File: config.mk
export PLATFORM = sky130hd
export DESIGN_NAME = bp_be_irf_wb_scheduler
export DESIGN_NICKNAME = d
export VERILOG_FILES = /design/src/rtl/bp_be_pkg.sv /design/src/rtl/bp_be_irf_scoreboard.sv /design/src/rtl/bp_be_irf_wb_scheduler.sv
export SDC_FILE = /design/constraint.sdc
export NUM_CORES = 1
export LEC_CHECK = 0
export BUFFER_PORTS_ARGS = -buffer_cell sky130_fd_sc_hd__buf_2
export CAP_MARGIN = 15
export CORE_AREA = 8 8 114 116
export DETAILED_ROUTE_END_ITERATION = 7
export DIE_AREA = 0 0 122 124
export PLACE_DENSITY = 0.75
export SLEW_MARGIN = 20
export SYNTH_ARGS = -nofsm -noshare
export SYNTH_HDL_FRONTEND = slang
export SYNTH_SLANG_ARGS = --single-unit
export TNS_END_PERCENT = 5
File: constraint.sdc
create_clock -name clk_i -period 4.6 [get_ports clk_i]
set_clock_uncertainty 0.15 [all_clocks]
set_input_delay 1.15 -clock clk_i [delete_from_list [all_inputs] [get_ports clk_i]]
set_output_delay 1.15 -clock clk_i [all_outputs]
set_load 0.02 [all_outputs]
File: src/rtl/bp_be_pkg.sv
// Shared types for the backend integer-regfile writeback path: writeback source
// select encoding and the starvation-counter width helper.
package bp_be_pkg;

  typedef enum logic [1:0] {
    e_wb_src_pipe = 2'd0,
    e_wb_src_cfg  = 2'd1,
    e_wb_src_long = 2'd2
  } bp_be_wb_src_e;

  localparam int starve_limit_default_lp = 8;

  // Counter must be able to hold starve_limit itself (saturation value).
  function automatic int starve_cnt_width(input int limit);
    return $clog2(limit + 1);
  endfunction

endpackage

File: src/rtl/bp_be_irf_scoreboard.sv
// Pending-write scoreboard for long-latency destinations with three read ports.
// BP_BE_IRF_WB_BYPASS_EN lets a same-cycle clear hide a busy source register.
module bp_be_irf_scoreboard
  import bp_be_pkg::*;
#(
  parameter int reg_addr_width_p = 5
) (
  input  logic                        clk_i,
  input  logic                        reset_n_i,
  input  logic                        i_set_v,
  input  logic [reg_addr_width_p-1:0] i_set_addr,
  input  logic                        i_clr_v,
  input  logic [reg_addr_width_p-1:0] i_clr_addr,
  input  logic [reg_addr_width_p-1:0] i_rs1_addr,
  input  logic [reg_addr_width_p-1:0] i_rs2_addr,
  input  logic [reg_addr_width_p-1:0] i_rd_addr,
  output logic                        o_hazard
);

  localparam int num_regs_lp = 2 ** reg_addr_width_p;

  logic [num_regs_lp-1:0] r_busy;
  logic [num_regs_lp-1:0] w_set;
  logic [num_regs_lp-1:0] w_clr;
  logic [num_regs_lp-1:0] w_busy_next;
  logic [num_regs_lp-1:0] w_src_mask;

  genvar gi;
  generate
    for (gi = 0; gi < num_regs_lp; gi++) begin : g_decode
      if (gi == 0) begin : g_x0
        assign w_set[gi] = 1'b0;
      end else begin : g_xn
        assign w_set[gi] = i_set_v & (i_set_addr == reg_addr_width_p'(gi));
      end
      assign w_clr[gi] = i_clr_v & (i_clr_addr == reg_addr_width_p'(gi));
    end
  endgenerate

  // Set is applied after clear so a re-issue to the same rd stays outstanding.
  assign w_busy_next = (r_busy & ~w_clr) | w_set;

  always_ff @(posedge clk_i or negedge reset_n_i) begin
    if (!reset_n_i) begin
      r_busy <= '0;
    end else begin
      r_busy <= w_busy_next;
    end
  end

`ifdef BP_BE_IRF_WB_BYPASS_EN
  assign w_src_mask = r_busy & ~(w_clr & ~w_set);
`else
  assign w_src_mask = r_busy;
`endif

  assign o_hazard = w_src_mask[i_rs1_addr] | w_src_mask[i_rs2_addr] | r_busy[i_rd_addr];

endmodule

File: src/rtl/bp_be_irf_wb_scheduler.sv
// Arbitrates the single integer-regfile write port among commit pipe, cfg debug
// write and long-latency unit, with starvation relief. Macro: BP_BE_IRF_WB_BYPASS_EN.
module bp_be_irf_wb_scheduler
  import bp_be_pkg::*;
#(
  parameter int reg_addr_width_p = 5,
  parameter int dword_width_p    = 64,
  parameter int starve_limit_p   = starve_limit_default_lp
) (
  input  logic                        clk_i,
  input  logic                        reset_n_i,
  input  logic                        pipe_v_i,
  input  logic [reg_addr_width_p-1:0] pipe_addr_i,
  input  logic [dword_width_p-1:0]    pipe_data_i,
  input  logic                        long_v_i,
  input  logic [reg_addr_width_p-1:0] long_addr_i,
  input  logic [dword_width_p-1:0]    long_data_i,
  output logic                        long_ready_o,
  input  logic                        cfg_w_v_i,
  input  logic [reg_addr_width_p-1:0] cfg_addr_i,
  input  logic [dword_width_p-1:0]    cfg_data_i,
  output logic                        cfg_ready_o,
  input  logic                        long_issue_v_i,
  input  logic [reg_addr_width_p-1:0] long_issue_addr_i,
  input  logic [reg_addr_width_p-1:0] rs1_addr_i,
  input  logic [reg_addr_width_p-1:0] rs2_addr_i,
  input  logic [reg_addr_width_p-1:0] rd_addr_i,
  output logic                        hazard_o,
  output logic                        pipe_stall_o,
  output logic                        rd_w_v_o,
  output logic [reg_addr_width_p-1:0] rd_addr_o,
  output logic [dword_width_p-1:0]    rd_data_o
);

  localparam int cnt_w_lp = starve_cnt_width(starve_limit_p);
  localparam logic [cnt_w_lp-1:0] limit_lp    = cnt_w_lp'(starve_limit_p);
  localparam logic [cnt_w_lp-1:0] limit_m1_lp = cnt_w_lp'(starve_limit_p - 1);

  logic [cnt_w_lp-1:0] r_starve_cnt;
  logic                r_stall;

  bp_be_wb_src_e w_src;
  logic          w_src_v;
  logic          w_long_win;
  logic          w_cfg_win;
  logic          w_long_denied;
  logic          w_stall_req;

  // The pipe cannot be held, so it wins even in a relief cycle.
  always_comb begin
    w_src   = e_wb_src_pipe;
    w_src_v = 1'b0;
    if (pipe_v_i) begin
      w_src   = e_wb_src_pipe;
      w_src_v = 1'b1;
    end else if (long_v_i && (r_stall || !cfg_w_v_i)) begin
      w_src   = e_wb_src_long;
      w_src_v = 1'b1;
    end else if (cfg_w_v_i) begin
      w_src   = e_wb_src_cfg;
      w_src_v = 1'b1;
    end
  end

  assign w_long_win    = w_src_v & (w_src == e_wb_src_long);
  assign w_cfg_win     = w_src_v & (w_src == e_wb_src_cfg);
  assign w_long_denied = long_v_i & ~w_long_win;
  assign w_stall_req   = w_long_denied & (r_starve_cnt == limit_m1_lp);

  // Outputs are forced low while reset is held, independent of the clock.
  assign long_ready_o = reset_n_i & w_long_win;
  assign cfg_ready_o  = reset_n_i & w_cfg_win;
  assign pipe_stall_o = reset_n_i & w_stall_req;
  assign rd_w_v_o     = reset_n_i & w_src_v;

  always_comb begin
    rd_addr_o = '0;
    rd_data_o = '0;
    if (reset_n_i && w_src_v) begin
      case (w_src)
        e_wb_src_cfg: begin
          rd_addr_o = cfg_addr_i;
          rd_data_o = cfg_data_i;
        end
        e_wb_src_long: begin
          rd_addr_o = long_addr_i;
          rd_data_o = long_data_i;
        end
        default: begin
          rd_addr_o = pipe_addr_i;
          rd_data_o = pipe_data_i;
        end
      endcase
    end
  end

  always_ff @(posedge clk_i or negedge reset_n_i) begin
    if (!reset_n_i) begin
      r_starve_cnt <= '0;
      r_stall      <= 1'b0;
    end else begin
      r_stall <= w_stall_req;
      if (w_long_denied) begin
        if (r_starve_cnt != limit_lp) begin
          r_starve_cnt <= r_starve_cnt + 1'b1;
        end
      end else begin
        r_starve_cnt <= '0;
      end
    end
  end

  bp_be_irf_scoreboard #(
    .reg_addr_width_p(reg_addr_width_p)
  ) u_scoreboard (
    .clk_i      (clk_i),
    .reset_n_i  (reset_n_i),
    .i_set_v    (long_issue_v_i),
    .i_set_addr (long_issue_addr_i),
    .i_clr_v    (w_long_win),
    .i_clr_addr (long_addr_i),
    .i_rs1_addr (rs1_addr_i),
    .i_rs2_addr (rs2_addr_i),
    .i_rd_addr  (rd_addr_i),
    .o_hazard   (hazard_o)
  );

endmodule
Word-level counts from Yosys, hierarchy flattened
Cells that the tools add are included. W data, S select, Z words.

Flip-flop bits (word level): 37. Bits in latches: 0. Memory bits (writable): 0. Memory bits (read-only): 0. Input bits: 233. Output and inout port bits: 74. Logic and storage cells: 174. Memories kept: 0.

Add/subtract/negate cells: 1. Multipliers: 0. Divide/modulo/power cells: 0. $lt $le $gt $ge: 3. Equal/unequal tests: 67. Shifts and indexed selects: 0. Muxes and demuxes: 18. Bitwise operators: 77. Reductions and logical operators: 5.

Operators with widths (count): $eq A5 B5 Y1 const B (32); $pmux W64 S2 (1); $eq A5 B4 Y1 const B (16); $and A1 B1 Y1 (71); $mux W64 (1); $eq A5 B3 Y1 const B (8); $and A32 B32 Y32 (1); $not A32 Y32 (1); $or A32 B32 Y32 (1); $eq A5 B2 Y1 const B (4); $lt A5 B6 Y1 const B (3); $bmux W1 S5 (3); $eq A5 B1 Y1 const B (2); $pmux W5 S2 (1); $mux W4 (2); $mux W1 (7); $logic_not A5 Y1 (1); $mux W5 (1); $add A4 B1 Y4 const B (1); $eq A4 B3 Y1 const B (1); $mux W2 (2); $ne A4 B4 Y1 const B (1); $eq A2 B1 Y1 const B (1); $eq A2 B2 Y1 const B (1); other kinds (6) (8).

Depth between registers and ports, before layout
Depth in word-level cells: 11. Mapped depth: 11. Mapped depth without buffers: 9.

By module
Synthesis repeated with hierarchy kept, for this count alone.

Cell total of the unflattened synthesis: 484. Area total of the unflattened synthesis: 4107.7 sq um.

By module, submodules not included: bp_be_irf_scoreboard (instances 1, cells an instance 201, area each 2134.5 sq um, sequential area each 800.8 sq um); bp_be_irf_wb_scheduler (instances 1, cells an instance 283, area each 1973.1 sq um, sequential area each 125.1 sq um).

Worst setup path after synthesis
Ideal clock, no wire load.

Path type: input -> output. Start: in rd_addr_i[2]. End: out hazard_o. Data arrival time: 2.978 ns. Data required time: 3.300 ns. Setup slack: 0.322 ns. Stages on the path: 6. Path buffers: 1. Cells stage by stage: clkbuf_1 mux4_2 mux4_2 mux2i_1 nand2_1 or3_1.

Word-level cells in the longest chain between the ends: 3.

RTL lines: from (decl) (RTL line bp_be_irf_wb_scheduler.sv:27) `input logic [reg_addr_width_p-1:0] rd_addr_i,`; $bmux W1 S5 (RTL line bp_be_irf_scoreboard.sv:57) `assign o_hazard = w_src_mask[i_rs1_addr] | w_src_mask[i_rs2_addr] | r_busy[i_rd_addr];`; $mux W1 (not written as such) (RTL line bp_be_irf_scoreboard.sv:57); $or A1 B1 Y1 (RTL line bp_be_irf_scoreboard.sv:57); to (decl) (RTL line bp_be_irf_wb_scheduler.sv:28) `output logic hazard_o,`.

Every way passes these cells. The select of a mux whose other input is x is not followed.

Final worst setup path
Start: in rd_addr_i[0]. End: out hazard_o.

The elaborated chain is that of the path after synthesis.

==> metrics.cfg <==
[clock_network]
hold_buffers = 0
cts_buffers = 5
htreeDepth = 2
cts_resized = 0
numClockSinks = 37
path_clk_slew_ns = 0.05
root_buffer = clkbuf_16
clockBufferDepth = 2
cts_tree = built
clk_latency_ns = 0.28
postCtsSetupBuffers = 0

[timing]
tightest_slew_ns = 0.649
slew_headroom_pct = 56.6
period_minus_slack_ns = 4.35
finalSetupTns_ns = 0
final-max-slew-violation-count = 0
hold_viol = 0
rsz0062_at_grt = no
setup_viol = 0
fin_ws_ns = 0.254
fin_crit_sh_pct = 94.5
fmax_ghz = 0.230

[worst_setup_path]
regToRegSetupSlack_ns = 1.92
reg2reg_depth = 9
critPathTopFamily = multiplexers
crit_path_cell_trace = buf_2, mux4_2, mux4_2, mux2i_1, nand2_1, or3_1, buf_2
crit_path_max_fanout = 8
start_kind = input pin
worstPathArrival_ns = 3.05
critical_path_required_ns = 3.30
reg2reg_from = r_stall
critPathKind = in2out
r2r-end = u_scoreboard.r_busy[2]
endpoint_kind = primary output
worst_path_max_delay_cell = mux4_2
slowest_delay_ns = 0.53
worst-path-buf-inv = 2

[global_route]
antenna_found_initial = 10
grt_max_degree = 39
grt_pass1_vias = 5232
grt_pass1_wl_mm = 29.1
grt_overflow = 0
grt_usage_pct = 24.9

[yosys]
syn_area_mm2 = 0.00398
synth-edff-count = 0
synth_flop_cell = dfrtp_1
ys_ff_latch = 37
syn_nets = 793
yosys_warnings = 0
ys_seq_area_share_pct = 23.3
ys_types = 36
async_reset_ff_share_pct = 100
avgSynthCellArea_um2 = 7.15
syn_inst = 556

[routing]
wl_per_cell_um = 20.9
post_drt_via_cell_ratio = 5.60
ant_nets = 0
num_vias = 5501
drc = 0
drt-pass1-iter-count = 5
drt-total-wl_mm = 20.5
drtIter0Drc = 613

[place]
hpwlAfterDp_mm = 17.1
gp_congestion = 0.998
post_dp_cell_area_mm2 = 0.00568
pre_cts_ws_ns = 0.245
port_buffers = 306

[die]
rows = 39
dieArea_mm2 = 0.0151
initial_utilization_pct = 35.6
io_pins = 307
coreArea_mm2 = 0.0112
die_h_um = 124
die_w_um = 122

[flow_run]
cap_violations = 0

[power]
leakagePower_nw = 2.77
ir_worst_vdd_mv = 0.140
power_density_mw_per_mm2 = 247

[cells_and_area]
nets = 1073
finish.utilization_pct = 52.2
fin_area_mm2 = 0.00583
area_growth_pct = 46.7
drive_gt1_share_pct = 42.3

[run_status]
status = complete, no violations

[min_path]
min_to = r_stall
hold_class = reg2reg
hold_depth = 1
worstHoldStart = r_starve_cnt[3]

[kinds of logic after synthesis]
| family | count (synthesis) | share of synthesized area (%) |
|---|---|---|
| xor gates and xnor gates | 2 | 0.441 |
| and+or+nand+nor | 213 | 23.1 |
| muxes | 31 | 14.8 |
| DFF | 37 | 23.3 |
| buffers and inverters | 55 | 5.25 |
| adders and majority gates | 4 | 1.26 |
| AOI/OAI and AO/OA | 214 | 31.9 |
[cells in the mapped netlist, drive strengths merged (2+ instances only)]
cell type / count / share of area, %
clkbuf: 43 / 4.1
ha: 4 / 1.3
o21ai: 64 / 8.1
nor3b: 2 / 0.38
and2: 3 / 0.47
inv: 7 / 0.66
nand2b: 10 / 1.6
mux4: 22 / 12
or2: 2 / 0.31
a22oi: 68 / 13
buf: 5 / 0.53
nand3: 9 / 1.1
nand4: 4 / 0.63
o2111ai: 3 / 0.66
a21oi: 73 / 9.2
nor3: 3 / 0.38
and3b: 2 / 0.44
dfrtp: 37 / 23
nor2: 146 / 14
o211ai: 2 / 0.38
nand3b: 2 / 0.38
nand2: 20 / 1.9
mux2i: 8 / 2.0
nor2b: 7 / 1.1
[area by class of cell]
type	count	area (um^2)
clock buffers	7	143
well taps	143	179
repair buffers	321	1690
fillers	1147	5340
diodes	3	7.51
flip-flops and latches	37	926
inverters	7	26.3
multi-input cells	464	2860
[layout by cell type, fill, tap and decap left out, types with 4 or more instances in the layout]
master / n
nand2b_1: 9
mux4_2: 22
buf_4: 11
nand4_1: 4
inv_1: 7
nor2_1: 146
mux2i_1: 8
buf_12: 4
nand3_1: 9
clkbuf_16: 5
o21ai_0: 64
buf_2: 306
a22oi_1: 68
dfrtp_1: 37
a21oi_1: 73
nand2_1: 20
nor2b_1: 7
[registers in the layout, indices dropped and copies added, names as in the netlist]
register	flops
r_starve_cnt	4
r_stall	1
u_scoreboard.r_busy	32
[layer usage]
| metal | vias up | routed length (um) | global-route usage [%] |
|---|---|---|---|
| met1 | 2508 | 7570 | 29.9 |
| met5 | - | 85 | 0 |
| met2 | 340 | 10100 | 41.2 |
| li1 | 2595 | - | - |
| met4 | 16 | 275 | 6.63 |
| met3 | 42 | 2500 | 9.20 |
[per-stage QoR]
step,hold WS (ns),cells,total power [W]
floorplan,0.330,556,0.000823
global placement,0.364,972,0.00109
detailed placement,0.366,972,0.00111
CTS,0.370,979,0.00144
global route,0.397,981,0.00152
finish,0.365,982,0.00144
[how the worst max path moves through the flow]
stage,start,end,depth (start not counted)
2_1_floorplan,rd_addr_i[2],hazard_o,6
3_3_place_gp,rd_addr_i[0],hazard_o,7
3_5_place_dp,rd_addr_i[0],hazard_o,7
4_1_cts,rd_addr_i[0],hazard_o,7
5_1_grt,rd_addr_i[0],hazard_o,7
6_report,rd_addr_i[0],hazard_o,7
[power by group]
| group | internal, W | switching (W) | leakage (nW) |
|---|---|---|---|
| combinational | 0.000300 | 0.000330 | 2.26 |
| clock | 0.000212 | 0.000119 | 0.0700 |
| sequential | 0.000393 | 0.0000875 | 0.440 |
| total | 0.000906 | 0.000536 | 2.77 |
Note: power is estimated with default switching activity, not from simulation.
